$ cat src/rtl/mem_stage_lsu_if.sv
// MEM-stage request port and data-memory port of the load/store unit.
// The slave modport is the LSU side; the master is the pipeline/memory side.
interface mem_stage_lsu_if #(
  parameter int ADDR_W = 32
);
  logic              req_valid;
  logic              req_we;
  logic [1:0]        req_size;
  logic              req_unsigned;
  logic [ADDR_W-1:0] req_addr;
  logic [31:0]       req_wdata;
  logic              stall;
  logic [31:0]       load_data;
  logic              misalign;
  logic              sb_empty;
  logic              mem_read;
  logic              mem_write;
  logic [ADDR_W-1:0] mem_addr;
  logic [31:0]       mem_wdata;
  logic [31:0]       mem_rdata;

  modport slave (
    input  req_valid, req_we, req_size, req_unsigned, req_addr, req_wdata, mem_rdata,
    output stall, load_data, misalign, sb_empty, mem_read, mem_write, mem_addr, mem_wdata
  );
  modport master (
    output req_valid, req_we, req_size, req_unsigned, req_addr, req_wdata, mem_rdata,
    input  stall, load_data, misalign, sb_empty, mem_read, mem_write, mem_addr, mem_wdata
  );
endinterface

$ cat src/rtl/mem_stage_lsu.sv
// MEM-stage LSU: in-order store queue drained with read-modify-write, zero-latency loads.
// Define STORE_FWD_EN to serve fully covered loads straight from the youngest queued store.
module mem_stage_lsu #(
  parameter int SB_DEPTH = 4,
  parameter int ADDR_W   = 32
) (
  input  logic             clk,
  input  logic             rst_n,
  mem_stage_lsu_if.slave   bus
);
  localparam int PW = $clog2(SB_DEPTH);
  localparam int CW = PW + 1;
  localparam int WA = ADDR_W - 2;

  typedef enum logic [1:0] {DR_IDLE, DR_READ, DR_WRITE} dr_state_t;

  logic [WA-1:0] r_q_addr [SB_DEPTH];
  logic [31:0]   r_q_data [SB_DEPTH];
  logic [3:0]    r_q_mask [SB_DEPTH];
  logic [PW-1:0] r_head, r_tail;
  logic [CW-1:0] r_count;
  logic [31:0]   r_hold;
  dr_state_t     r_state, w_next;

  logic [WA-1:0] w_word;
  logic [1:0]    w_a;
  logic [3:0]    w_req_mask;
  logic [31:0]   w_req_data;
  logic          w_misalign, w_ok, w_full, w_ld, w_ld_port, w_ld_fwd, w_push, w_pop;
  logic          w_hit, w_fwd;
  logic [PW-1:0] w_idx;
  logic [3:0]    w_fwd_mask;
  logic [31:0]   w_fwd_data, w_src, w_merge;
  logic [7:0]    w_byte;
  logic [15:0]   w_half;

  assign w_word = bus.req_addr[ADDR_W-1:2];
  assign w_a    = bus.req_addr[1:0];

  always_comb begin
    w_misalign = 1'b0;
    w_req_mask = 4'b1111;
    w_req_data = bus.req_wdata;
    case (bus.req_size)
      2'b00: begin
        w_req_mask = 4'b0001 << w_a;
        w_req_data = {4{bus.req_wdata[7:0]}};
      end
      2'b01: begin
        w_misalign = w_a[0];
        w_req_mask = w_a[1] ? 4'b1100 : 4'b0011;
        w_req_data = {2{bus.req_wdata[15:0]}};
      end
      default: w_misalign = (w_a != 2'b00);
    endcase
    w_misalign = w_misalign & bus.req_valid;
  end

  // Scan oldest to youngest so the last hit is the youngest matching store.
  always_comb begin
    w_hit      = 1'b0;
    w_fwd_mask = '0;
    w_fwd_data = '0;
    w_idx      = '0;
    for (int k = 0; k < SB_DEPTH; k++) begin
      w_idx = r_head + PW'(k);
      if (CW'(k) < r_count && r_q_addr[w_idx] == w_word) begin
        w_hit      = 1'b1;
        w_fwd_mask = r_q_mask[w_idx];
        w_fwd_data = r_q_data[w_idx];
      end
    end
  end

`ifdef STORE_FWD_EN
  assign w_fwd = w_hit && ((w_fwd_mask & w_req_mask) == w_req_mask);
`else
  assign w_fwd = 1'b0;
`endif

  assign w_ok      = bus.req_valid & ~w_misalign;
  assign w_full    = (r_count == CW'(SB_DEPTH));
  assign w_ld      = w_ok & ~bus.req_we;
  assign w_ld_fwd  = w_ld & w_fwd;
  assign w_ld_port = w_ld & ~w_hit & (r_state == DR_IDLE) & ~w_full;
  assign w_push    = w_ok & bus.req_we & ~w_full;
  assign w_pop     = (r_state == DR_WRITE);

  assign bus.stall    = w_ok & ~(w_ld_port | w_ld_fwd | w_push);
  assign bus.misalign = w_misalign;
  assign bus.sb_empty = (r_count == '0) && (r_state == DR_IDLE);

  assign w_src  = w_ld_fwd ? w_fwd_data : bus.mem_rdata;
  assign w_byte = w_src[{w_a, 3'b000} +: 8];
  assign w_half = w_src[{w_a[1], 4'b0000} +: 16];

  always_comb begin
    bus.load_data = '0;
    if (w_ld_port | w_ld_fwd) begin
      case (bus.req_size)
        2'b00:   bus.load_data = {{24{~bus.req_unsigned & w_byte[7]}}, w_byte};
        2'b01:   bus.load_data = {{16{~bus.req_unsigned & w_half[15]}}, w_half};
        default: bus.load_data = w_src;
      endcase
    end
  end

  always_comb begin
    for (int b = 0; b < 4; b++)
      w_merge[8*b +: 8] = r_q_mask[r_head][b] ? r_q_data[r_head][8*b +: 8]
                                             : bus.mem_rdata[8*b +: 8];
  end

  // Drain FSM: state register
  always_ff @(posedge clk or negedge rst_n) begin
    if (!rst_n) r_state <= DR_IDLE;
    else        r_state <= w_next;
  end

  // Drain FSM: next state; an accepted port load blocks the drain start
  always_comb begin
    w_next = r_state;
    case (r_state)
      DR_IDLE:  if (r_count != '0 && !w_ld_port)
                  w_next = (r_q_mask[r_head] == 4'b1111) ? DR_WRITE : DR_READ;
      DR_READ:  w_next = DR_WRITE;
      DR_WRITE: w_next = DR_IDLE;
      default:  w_next = DR_IDLE;
    endcase
  end

  // Drain FSM: memory port outputs
  always_comb begin
    bus.mem_read  = 1'b0;
    bus.mem_write = 1'b0;
    bus.mem_addr  = '0;
    bus.mem_wdata = '0;
    case (r_state)
      DR_READ: begin
        bus.mem_read = 1'b1;
        bus.mem_addr = {r_q_addr[r_head], 2'b00};
      end
      DR_WRITE: begin
        bus.mem_write = 1'b1;
        bus.mem_addr  = {r_q_addr[r_head], 2'b00};
        bus.mem_wdata = (r_q_mask[r_head] == 4'b1111) ? r_q_data[r_head] : r_hold;
      end
      default: if (w_ld_port) begin
        bus.mem_read = 1'b1;
        bus.mem_addr = {w_word, 2'b00};
      end
    endcase
  end

  always_ff @(posedge clk or negedge rst_n) begin
    if (!rst_n) begin
      r_head  <= '0;
      r_tail  <= '0;
      r_count <= '0;
      r_hold  <= '0;
    end else begin
      if (r_state == DR_READ) r_hold <= w_merge;
      if (w_push) r_tail <= r_tail + 1'b1;
      if (w_pop)  r_head <= r_head + 1'b1;
      case ({w_push, w_pop})
        2'b10:   r_count <= r_count + 1'b1;
        2'b01:   r_count <= r_count - 1'b1;
        default: r_count <= r_count;
      endcase
    end
  end

  always_ff @(posedge clk) begin
    if (w_push) begin
      r_q_addr[r_tail] <= w_word;
      r_q_data[r_tail] <= w_req_data;
      r_q_mask[r_tail] <= w_req_mask;
    end
  end
endmodule

$ cat src/flat_wrapper.sv
// flat-port wrapper written by rule: the top's interface ports become plain ports
module mem_stage_lsu_flat 
#(
  parameter int SB_DEPTH = 4,
  parameter int ADDR_W   = 32
)
  (clk, rst_n, bus_req_valid, bus_req_we, bus_req_size, bus_req_unsigned, bus_req_addr, bus_req_wdata, bus_mem_rdata, bus_stall, bus_load_data, bus_misalign, bus_sb_empty, bus_mem_read, bus_mem_write, bus_mem_addr, bus_mem_wdata);
  mem_stage_lsu_if #(.ADDR_W(ADDR_W)) bus_i ();
  input  logic clk;
  input  logic rst_n;
  input wire logic [$bits(bus_i.req_valid)-1:0] bus_req_valid;
  input wire logic [$bits(bus_i.req_we)-1:0] bus_req_we;
  input wire logic [$bits(bus_i.req_size)-1:0] bus_req_size;
  input wire logic [$bits(bus_i.req_unsigned)-1:0] bus_req_unsigned;
  input wire logic [$bits(bus_i.req_addr)-1:0] bus_req_addr;
  input wire logic [$bits(bus_i.req_wdata)-1:0] bus_req_wdata;
  input wire logic [$bits(bus_i.mem_rdata)-1:0] bus_mem_rdata;
  output wire logic [$bits(bus_i.stall)-1:0] bus_stall;
  output wire logic [$bits(bus_i.load_data)-1:0] bus_load_data;
  output wire logic [$bits(bus_i.misalign)-1:0] bus_misalign;
  output wire logic [$bits(bus_i.sb_empty)-1:0] bus_sb_empty;
  output wire logic [$bits(bus_i.mem_read)-1:0] bus_mem_read;
  output wire logic [$bits(bus_i.mem_write)-1:0] bus_mem_write;
  output wire logic [$bits(bus_i.mem_addr)-1:0] bus_mem_addr;
  output wire logic [$bits(bus_i.mem_wdata)-1:0] bus_mem_wdata;
  assign bus_i.req_valid = bus_req_valid;
  assign bus_i.req_we = bus_req_we;
  assign bus_i.req_size = bus_req_size;
  assign bus_i.req_unsigned = bus_req_unsigned;
  assign bus_i.req_addr = bus_req_addr;
  assign bus_i.req_wdata = bus_req_wdata;
  assign bus_i.mem_rdata = bus_mem_rdata;
  assign bus_stall = bus_i.stall;
  assign bus_load_data = bus_i.load_data;
  assign bus_misalign = bus_i.misalign;
  assign bus_sb_empty = bus_i.sb_empty;
  assign bus_mem_read = bus_i.mem_read;
  assign bus_mem_write = bus_i.mem_write;
  assign bus_mem_addr = bus_i.mem_addr;
  assign bus_mem_wdata = bus_i.mem_wdata;
  mem_stage_lsu #(.SB_DEPTH(SB_DEPTH), .ADDR_W(ADDR_W)) u_core (.clk(clk), .rst_n(rst_n), .bus(bus_i));
endmodule
$ cat config.mk
export PLATFORM = sky130hd
export DESIGN_NAME = mem_stage_lsu_flat
export DESIGN_NICKNAME = d
export VERILOG_FILES = /design/src/rtl/mem_stage_lsu_if.sv /design/src/rtl/mem_stage_lsu.sv /design/src/flat_wrapper.sv
export SDC_FILE = /design/constraint.sdc
export NUM_CORES = 1
export LEC_CHECK = 0
export BUFFER_PORTS_ARGS = -buffer_cell sky130_fd_sc_hd__buf_2
export CORE_MARGIN = 2
export CORE_UTILIZATION = 40
export DETAILED_ROUTE_END_ITERATION = 10
export PLACE_DENSITY = 0.59
export SETUP_SLACK_MARGIN = 0.3
export SLEW_MARGIN = 10
export SYNTH_ARGS = -nofsm -noshare
export SYNTH_HDL_FRONTEND = slang
export SYNTH_SLANG_ARGS = --single-unit
$ cat constraint.sdc
create_clock -name clk -period 6.2 [get_ports clk]
set_clock_uncertainty 0.1 [all_clocks]
set_input_delay 0.93 -clock clk [delete_from_list [all_inputs] [get_ports clk]]
set_output_delay 0.93 -clock clk [all_outputs]
set_load 0.05 [all_outputs]
==> flow_summary.toml, run 1 <==
[outcome]
result_of_the_run = "finished clean"

[run]
timing.max_cap.violations = 0

[setup_path]
r2r_setup_slk_ps = 2400
regToRegStartpoint = "u_core.r_head[1]"
cp-start-kind = "flop"
r2r-end = "u_core.r_state[0]"
crit_path_category = "reg2out"
startpoint = "u_core.r_head[1]"
endpoint_kind = "output port"
worst_ep_arrival_time_ps = 4630
worst_ep_required_time_ps = 5170
worstRegToRegCells = 11
crit_path_max_fanout = 38

[synth]
number_of_synthesized_flops_with_an_enable_pin = 264
ys_seq_area_frac = 0.516
yosys.area_share.adder = 0.00866
ys_async_sr_fraction = 0.134
postSynthAreaPerCell_sq_um = 12.2
syn_area_sq_um = 17300
muxShareOfSynthArea = 0.202
main_combinational_cell_family_by_area_after_synthesis = "multiplexers"
total_of_warnings_raised_by_yosys = 0
synth_cells = 1417
ys_types = 68
post_synth_xor_area_fraction = 0.0591
synth_simple_gate_area_frac = 0.0837
synth.ff_latch_count = 305
synth_compound_area_frac = 0.0904
synth_top_flop_cell = "sky130_fd_sc_hd__edfxtp_1"

[sta]
maximum_clock_frequency_mhz = 177
final-max-slew-violation-count = 0
shortest_period_the_worst_path_allows_ps = 5660
tightest_slew_ps = 828
setup_repair_after_global_routing_missed_its_margin = "no"
hold_viol_final = 0
period_share = 0.913
totalNegativeSetupSlack_ps = 0
slew_headroom = 0.448
final-setup-viol-count = 0

[grt]
antenna_found_initial = 3
first_global_vias = 11946
grt_usage = 0.244
overflow = 0
grt_first_pass_wirelength_um = 79800
grt_max_degree = 88

[clocking]
clock_latency_reported_for_the_late_side_of_the_worst_skew_pair_ps = 560
max-clock-path-buffers = 3
cts_buffers = 36
cts_tree = "yes"
ctsHtreeMaxLevel = 2
cts.hold.buffers_added = 0
post_cts.resized_instances = 0
clock_tree.root_cell = "sky130_fd_sc_hd__clkbuf_16"
clkSinkCount = 305
post_cts_buffers = 0
cts.reportedPaths.clkPinSlew_ps = 60

[floorplan]
design.die.area_sq_um = 45000
floorplan.core_area_sq_um = 42900
die_h_um = 212
chipWidth_um = 212
std_cell_rows = 76
starting_utilization_of_the_core_area = 0.404
boundaryPins = 204

[cells_and_area]
insertedDiodeCount = 0
final-instance-count-excl-fill = 2181
layout_common_cells = "sky130_fd_sc_hd__edfxtp_1 (264), sky130_fd_sc_hd__buf_2 (201), sky130_fd_sc_hd__mux2i_1 (190)"
final_area_sq_um = 20000
most_common_library_cell_in_the_layout_ignoring_fill_and_taps = "sky130_fd_sc_hd__edfxtp_1"
area.growth.synth_to_final_pct = 15.2
finish.net_count = 1683
ratio_of_cells_with_drive_above_1_in_the_final_layout = 0.248

[place]
hpwlAfterDp_um = 38400
final_wtd_congestion = 0.917
placement.cell_area_sq_um = 18800
place.detailed.instances = 2115
numPortBuffers = 201

[pwr]
switchingPower_uw = 4320
power.sequential.fraction = 0.273
internal_power_uw = 5420
netSwitchingFraction = 0.444
fin_total_pwr_uw = 9740
ir_drop_uv = 265
part_of_the_total_power_dissipated_in_combinational_logic = 0.503
powerDensity_nw_per_um2 = 487
clockPowerShare = 0.224
static-leakage-power_uw = 0.00760

[routing]
first_pass_iters = 5
route.antenna.remaining_nets = 0
drt-wirelength-per-cell_um = 25.3
route.detailed.drc = 0
vias_per_cell = 5.72
num_vias = 12485
detail_route.iter0.violations = 1132
routed_wl_um = 55100

[min_path]
holdCritPathClass = "in2async"
## logic make-up (layout without fill, tap and decap cells)
| logic type | Yosys count | count (layout) |
|---|---|---|
| compound gates | 247 | 247 |
| other cells | 1 | 2 |
| xor+xnor | 117 | 117 |
| fa+ha+maj | 12 | 12 |
| mux | 279 | 279 |
| simple gates | 320 | 320 |
| flops | 305 | 305 |
| buf+inv | 136 | 314 |
## synth_stat cells (16+ instances only)
library cell,count,area share
sky130_fd_sc_hd__nor3_1,20,0.0058
sky130_fd_sc_hd__xor2_1,31,0.016
sky130_fd_sc_hd__o21ai_0,49,0.014
sky130_fd_sc_hd__mux4_2,51,0.066
sky130_fd_sc_hd__edfxtp_1,264,0.46
sky130_fd_sc_hd__nor2_1,59,0.013
sky130_fd_sc_hd__a22oi_1,18,0.0078
sky130_fd_sc_hd__mux2_2,32,0.021
sky130_fd_sc_hd__a21boi_0,32,0.014
sky130_fd_sc_hd__mux2i_1,192,0.11
sky130_fd_sc_hd__nand4_1,16,0.0058
sky130_fd_sc_hd__buf_1,23,0.0050
sky130_fd_sc_hd__nand3_1,34,0.0098
sky130_fd_sc_hd__a21oi_1,82,0.024
sky130_fd_sc_hd__nand2_1,148,0.032
sky130_fd_sc_hd__buf_2,24,0.0069
sky130_fd_sc_hd__dfrtp_1,41,0.059
sky130_fd_sc_hd__nor4_1,19,0.0069
sky130_fd_sc_hd__xnor2_1,86,0.043
sky130_fd_sc_hd__clkbuf_1,49,0.011
## worst max path at each step
stage / end / depth (start not counted)
global placement: bus_stall / 13
global route: bus_stall / 13
CTS: bus_stall / 13
detailed placement: bus_stall / 13
floorplan: bus_mem_addr[19] / 10
finish: bus_stall / 13
## state kept, by name, summed over array words and instances, names as in the netlist
name / cells
u_core.r_q_data: 128
u_core.r_q_mask: 16
u_core.r_tail: 2
u_core.r_state: 2
u_core.r_hold: 32
u_core.r_head: 2
u_core.r_count: 3
u_core.r_q_addr: 120
## through the flow
step	util	worst slack [ps]	hold WS, ps
2_1_floorplan	-	1640	389
3_3_place_gp	0.437	977	408
3_5_place_dp	0.437	1010	421
4_1_cts	0.465	384	392
5_1_grt	0.466	316	434
6_report	0.466	541	374
## worst max-delay path, stage by stage, from the launching register on
cell                      delay (ps)
sky130_fd_sc_hd__dfrtp_4         620
sky130_fd_sc_hd__buf_12          290
sky130_fd_sc_hd__buf_4           340
sky130_fd_sc_hd__mux2i_1         290
sky130_fd_sc_hd__mux2i_1         140
sky130_fd_sc_hd__xnor2_1         170
sky130_fd_sc_hd__nor4_2          480
sky130_fd_sc_hd__nand4_1         210
sky130_fd_sc_hd__nor4_4          420
sky130_fd_sc_hd__a21oi_2          80
sky130_fd_sc_hd__nand2_2          90
sky130_fd_sc_hd__buf_4           280
sky130_fd_sc_hd__nor3b_2         280
sky130_fd_sc_hd__buf_2           310
## metal layers
metal,global-route usage,part of all wire,routed length [um],up-vias
li1,-,-,-,5616
met2,0.380,0.46,25500,512
met1,0.339,0.43,23600,6259
met5,0,0.00080,44,-
met4,0.0786,0.028,1530,6
met3,0.0554,0.080,4410,92
## power groups by stage
| stage | clock, uW | sequential [uW] | combinational, uW |
|---|---|---|---|
| final | 2180 | 2660 | 4900 |
| after global routing | 2280 | 2690 | 5230 |
| after CTS | 2210 | 2660 | 4900 |
| after detailed placement | 0 | 2700 | 4890 |
| after global placement | 0 | 2690 | 4870 |
| after floorplan | 0 | 2610 | 3760 |
## final cells by class
class | instances | area, sq um
clock buffers | 43 | 958
clock inverters | 23 | 248
fillers | 3914 | 22900
inverters | 16 | 60.1
multi-input cells | 977 | 7730
flip-flops and latches | 305 | 8960
well taps | 585 | 732
repair buffers | 232 | 1290
No activity file was read; power rests on OpenSTA's default activity.
==> run 2, diff against run 1 <==
CORE_MARGIN = 1   (was 2)
==> flow_summary.toml, run 2 (synthesis results as in run 1) <==
[sta]
period_share = 0.923
shortest_period_the_worst_path_allows_ps = 5720
slew_headroom = 0.232
hold_viol_final = 0
totalNegativeSetupSlack_ps = 0
tightest_slew_ps = 1150
setup_repair_after_global_routing_missed_its_margin = "no"
maximum_clock_frequency_mhz = 175
final-setup-viol-count = 0
final-max-slew-violation-count = 0

[cells_and_area]
fillCellCount = 3854
final_area_sq_um = 19800
finish.net_count = 1685
ratio_of_cells_with_drive_above_1_in_the_final_layout = 0.243
max_flop_register = "u_core.r_q_data"
largest_register_ff_count = 128
layout_top_registers = "u_core.r_q_data (128), u_core.r_q_addr (120), u_core.r_hold (32)"
layout_common_cells = "sky130_fd_sc_hd__edfxtp_1 (264), sky130_fd_sc_hd__buf_2 (200), sky130_fd_sc_hd__mux2i_1 (192)"
most_common_library_cell_in_the_layout_ignoring_fill_and_taps = "sky130_fd_sc_hd__edfxtp_1"
final-instance-count-excl-fill = 2174
area.growth.synth_to_final_pct = 14.5

[place]
placement.cell_area_sq_um = 18700
final_wtd_congestion = 0.968
hpwlAfterDp_um = 37800
numPortBuffers = 201
place.detailed.instances = 2110

[setup_path]
worstRegToRegCells = 11
r2r_setup_slk_ps = 2210
termination_of_the_worst_setup_path = "bus_stall"
crit_path_max_fanout = 23
endpoint_kind = "output port"
slowest_stage = "sky130_fd_sc_hd__dfrtp_4"
cpPeakStageDelay_ps = 670
cp_num_cells = 12
worst_ep_required_time_ps = 5170
worst_ep_arrival_time_ps = 4690
path_common_cell = "sky130_fd_sc_hd__buf_4"
regToRegStartpoint = "u_core.r_head[1]"
crit_path_category = "reg2out"
r2r-end = "u_core.r_state[0]"
critical_path.cell_chain = "buf_4, buf_4, mux2i_1, xnor2_1, nor3_1, nand3_1, a2111o_1, nor4_4, a21oi_2, nand2_2, nor3b_2, buf_2"
cp-start-kind = "flop"
critPathBufInv = 3
family_with_the_most_delay_on_the_worst_path = "simple AND/OR/NAND/NOR gates"
startpoint = "u_core.r_head[1]"

[grt]
grt_usage = 0.245
first_global_vias = 11868
grt_first_pass_wirelength_um = 79500
grt_max_degree = 67
antenna_found_initial = 4
overflow = 0

[clocking]
cts.hold.buffers_added = 0
cts.reportedPaths.clkPinSlew_ps = 60
clkSinkCount = 305
cts_buffers = 35
post_cts.resized_instances = 0
post_cts_buffers = 0
cts_tree = "yes"
clock_tree.root_cell = "sky130_fd_sc_hd__clkbuf_16"
clock_latency_reported_for_the_late_side_of_the_worst_skew_pair_ps = 550
max-clock-path-buffers = 3
ctsHtreeMaxLevel = 2

[routing]
vias_per_cell = 5.76
route.detailed.drc = 0
first_pass_iters = 6
detail_route.iter0.violations = 1305
route.antenna.remaining_nets = 0
num_vias = 12514
drt-wirelength-per-cell_um = 24.9
routed_wl_um = 54100

[pwr]
static-leakage-power_uw = 0.00755
power.sequential.fraction = 0.281
powerDensity_nw_per_um2 = 480
switchingPower_uw = 4240
internal_power_uw = 5290
netSwitchingFraction = 0.445
part_of_the_total_power_dissipated_in_combinational_logic = 0.510
ir_drop_uv = 270
fin_total_pwr_uw = 9530
clockPowerShare = 0.209

[floorplan]
design.die.area_sq_um = 44200
chipWidth_um = 210
std_cell_rows = 75
floorplan.core_area_sq_um = 42300
die_h_um = 210
boundaryPins = 204
starting_utilization_of_the_core_area = 0.410

[run]
timing.max_cap.violations = 0

[outcome]
result_of_the_run = "finished clean"

[min_path]
holdCritPathClass = "in2async"
[run 2: cell types whose count changed in the layout (fill, tap and decap cells not counted), sizes merged]
cell,before,now
buf,232,235
clkinvlp,1,2
clkbuf,43,47
inv,19,18
diode,0,2
bufinv,4,2
clkinv,15,9
[run 2: per-stage QoR]
stage | hold slack [ps] | utilization | setup slack (ps)
finish | 405 | 0.469 | 475
detailed placement | 413 | 0.443 | 1070
CTS | 412 | 0.469 | 480
global placement | 406 | 0.443 | 1140
global route | 447 | 0.469 | 378
floorplan | 389 | - | 1640
[run 2: worst min-delay path by stage]
stage                                  from                 to  slack (ps)  cells after the start
after floorplan           u_core.r_hold[31]  u_core.r_hold[31]         390                      2
after global placement    u_core.r_hold[31]  u_core.r_hold[31]         410                      2
after detailed placement  u_core.r_hold[31]  u_core.r_hold[31]         410                      2
after CTS                             rst_n  u_core.r_hold[21]         410                      2
after global routing                  rst_n  u_core.r_count[1]         450                      2
final                                 rst_n  u_core.r_count[1]         400                      2
[run 2: cell type report]
class                           count  area (sq um)  area share
Multi-Input combinational cell    977          7710       0.388
Clock buffer                       47           941      0.0474
Tap cell                          577           722      0.0364
Sequential cell                   305          8960       0.451
Timing Repair Buffer              235          1300      0.0653
Inverter                           16          60.1     0.00303
Clock inverter                     15           153     0.00769
Antenna cell                        2          5.00    0.000252
[run 2: power groups by stage]
stage	Sequential (uW)	Combinational, uW	Clock [uW]
finish	2680	4860	1990
detailed placement	2720	4840	0
CTS	2680	4860	2030
global placement	2700	4820	0
global route	2710	5170	2110
floorplan	2610	3760	0
[run 2: metal layers]
layer,global-route usage,part of all wire
met4,0.0798,0.027
met5,0,0.00039
met2,0.390,0.47
met3,0.0364,0.074
met1,0.344,0.43
==> run 3, diff against run 2 <==
GPL_TIMING_DRIVEN = 0   (was not set)
==> flow_summary.toml, run 3 (synthesis results as in run 1) <==
[floorplan]
boundaryPins = 204
floorplan.core_area_sq_um = 42300
die_h_um = 210
std_cell_rows = 75
starting_utilization_of_the_core_area = 0.410
chipWidth_um = 210
design.die.area_sq_um = 44200

[clocking]
max-clock-path-buffers = 3
cts.reportedPaths.clkPinSlew_ps = 60
cts_tree = "yes"
clkSinkCount = 305
clock_tree.root_cell = "sky130_fd_sc_hd__clkbuf_16"
post_cts_buffers = 0
cts_buffers = 35
ctsHtreeMaxLevel = 2
cts.hold.buffers_added = 0
clock_latency_reported_for_the_late_side_of_the_worst_skew_pair_ps = 570

[cells_and_area]
fillCellCount = 3917
layout_common_cells = "sky130_fd_sc_hd__edfxtp_1 (264), sky130_fd_sc_hd__buf_2 (223), sky130_fd_sc_hd__mux2i_1 (188)"
finish.net_count = 1774
final-instance-count-excl-fill = 2266
ratio_of_cells_with_drive_above_1_in_the_final_layout = 0.243
area_of_the_multi_input_gates_sq_um = 7740
most_common_library_cell_in_the_layout_ignoring_fill_and_taps = "sky130_fd_sc_hd__edfxtp_1"
register_area_sq_um = 8950
largest_register_ff_count = 128
max_flop_register = "u_core.r_q_data"
area.growth.synth_to_final_pct = 17.8
final_area_sq_um = 20400
layout_top_registers = "u_core.r_q_data (128), u_core.r_q_addr (120), u_core.r_hold (32)"

[sta]
setup_repair_after_global_routing_missed_its_margin = "no"
final-setup-viol-count = 0
totalNegativeSetupSlack_ps = 0
tightest_slew_ps = 1160
period_share = 0.958
hold_viol_final = 0
shortest_period_the_worst_path_allows_ps = 5940
maximum_clock_frequency_mhz = 168
slew_headroom = 0.226
final-max-slew-violation-count = 0

[setup_path]
endpoint_kind = "output port"
path_common_cell = "sky130_fd_sc_hd__buf_2"
critical_path.cell_chain = "inv_2, buf_2, clkbuf_4, clkbuf_2, nor3_1, o21ai_1, nor4_2, nand4_1, and4_4, buf_6, buf_2, nand3_1, o21ai_0, buf_2"
slowest_stage = "sky130_fd_sc_hd__o21ai_0"
worst_ep_arrival_time_ps = 4910
critPathBufInv = 7
family_with_the_most_delay_on_the_worst_path = "buffers and inverters"
cpPeakStageDelay_ps = 440
crit_path_category = "reg2out"
crit_path_max_fanout = 10
cp-start-kind = "flop"
worst_ep_required_time_ps = 5170

[routing]
route.antenna.remaining_nets = 0
detail_route.iter0.violations = 1515
route.detailed.drc = 0
first_pass_iters = 5
drt-wirelength-per-cell_um = 29.0
vias_per_cell = 5.93
routed_wl_um = 65700
num_vias = 13438

[pwr]
static-leakage-power_uw = 0.00777
powerDensity_nw_per_um2 = 507
ir_drop_uv = 297

[place]
hpwlAfterDp_um = 47900
final_wtd_congestion = 1.01
place.detailed.instances = 2199
placement.cell_area_sq_um = 19200
numPortBuffers = 200

[grt]
gr_util_met3 = 0.0414
global_route.usage.met1 = 0.418
top_usage_layer = "met2"
grt_usage = 0.293
grt_first_pass_wirelength_um = 91900
first_global_vias = 12798
antenna_found_initial = 5
overflow = 0
grt_max_degree = 47
grt.met2_usage = 0.461

[min_path]
holdCritPathClass = "reg2reg"

[run]
timing.max_cap.violations = 0

[outcome]
result_of_the_run = "finished clean"
-- run 3: changes by cell type in the layout (fill, tap and decap cells not counted), moves of 3 or more --
cell / change
sky130_fd_sc_hd__bufinv_16: +3
sky130_fd_sc_hd__buf_6: +13
sky130_fd_sc_hd__buf_2: +23
sky130_fd_sc_hd__buf_16: +3
sky130_fd_sc_hd__buf_4: -23
sky130_fd_sc_hd__buf_1: +23
sky130_fd_sc_hd__nor4_2: +3
sky130_fd_sc_hd__clkinv_1: +5
sky130_fd_sc_hd__clkinv_2: -3
sky130_fd_sc_hd__nor4_1: -3
sky130_fd_sc_hd__mux2i_2: +4
sky130_fd_sc_hd__mux2i_1: -4
sky130_fd_sc_hd__clkbuf_1: +45
-- run 3: through the flow --
step,power [uW],hold slack [ps],util,setup slack (ps)
after floorplan,6370,389,-,1640
after global placement,8090,406,0.451,299
after detailed placement,8110,420,0.453,392
after CTS,10300,434,0.482,341
after global routing,10700,456,0.482,311
final,10400,431,0.482,262
-- run 3: layout make-up --
type | count | area share
flip-flops and latches | 305 | 0.438
multi-input cells | 977 | 0.379
repair buffers | 204 | 0.0540
clock buffers | 44 | 0.0455
well taps | 577 | 0.0354
plain buffers | 120 | 0.0312
clock inverters | 20 | 0.0130
inverters | 16 | 0.00294
diodes | 3 | 0.000368
-- run 3: final timing paths --
check,start,end,slack (ps),cells after the start
setup / recovery,u_core.r_head[0],bus_mem_addr[30],260,14
hold / removal,u_core.r_hold[5],u_core.r_hold[5],430,2
setup reg to reg,u_core.r_head[0],u_core.r_state[0],2180,13
hold reg to reg,u_core.r_hold[5],u_core.r_hold[5],430,2
max in group asynchronous,rst_n,u_core.r_hold[24],4820,1
min in group asynchronous,rst_n,u_core.r_hold[14],480,1
-- run 3: per-layer routing --
metal | vias up | routed length, um
li1 | 5794 | -
met1 | 6847 | 28200
met2 | 682 | 30300
met3 | 111 | 5240
met4 | 4 | 1930
met5 | - | 31
-- run 3: power breakdown --
group / internal (uW) / switching, uW / leakage, uW
Clock: 1290 / 869 / 0.000573
Combinational: 1750 / 3850 / 0.00436
Sequential: 2490 / 109 / 0.00284
Total: 5520 / 4830 / 0.00777
-- run 3: what timing repair did --
| item | CTS | global route |
|---|---|---|
| setup endpoints to repair | 42 | 5 |
| resized for setup | 7 | 4 |
| gates cloned | 0 | 0 |
-- run 3: worst register-to-register path: stages, from the launching register on --
cell,delay (ps)
sky130_fd_sc_hd__dfrtp_1,360
sky130_fd_sc_hd__buf_4,230
sky130_fd_sc_hd__buf_4,280
sky130_fd_sc_hd__buf_6,250
sky130_fd_sc_hd__clkbuf_1,640
sky130_fd_sc_hd__o21ai_0,210
sky130_fd_sc_hd__o32ai_1,160
sky130_fd_sc_hd__o21ai_1,220
sky130_fd_sc_hd__nor4_2,430
sky130_fd_sc_hd__nand4_1,280
sky130_fd_sc_hd__and4_4,240
sky130_fd_sc_hd__buf_6,140
sky130_fd_sc_hd__a211o_1,250
sky130_fd_sc_hd__o211a_1,120
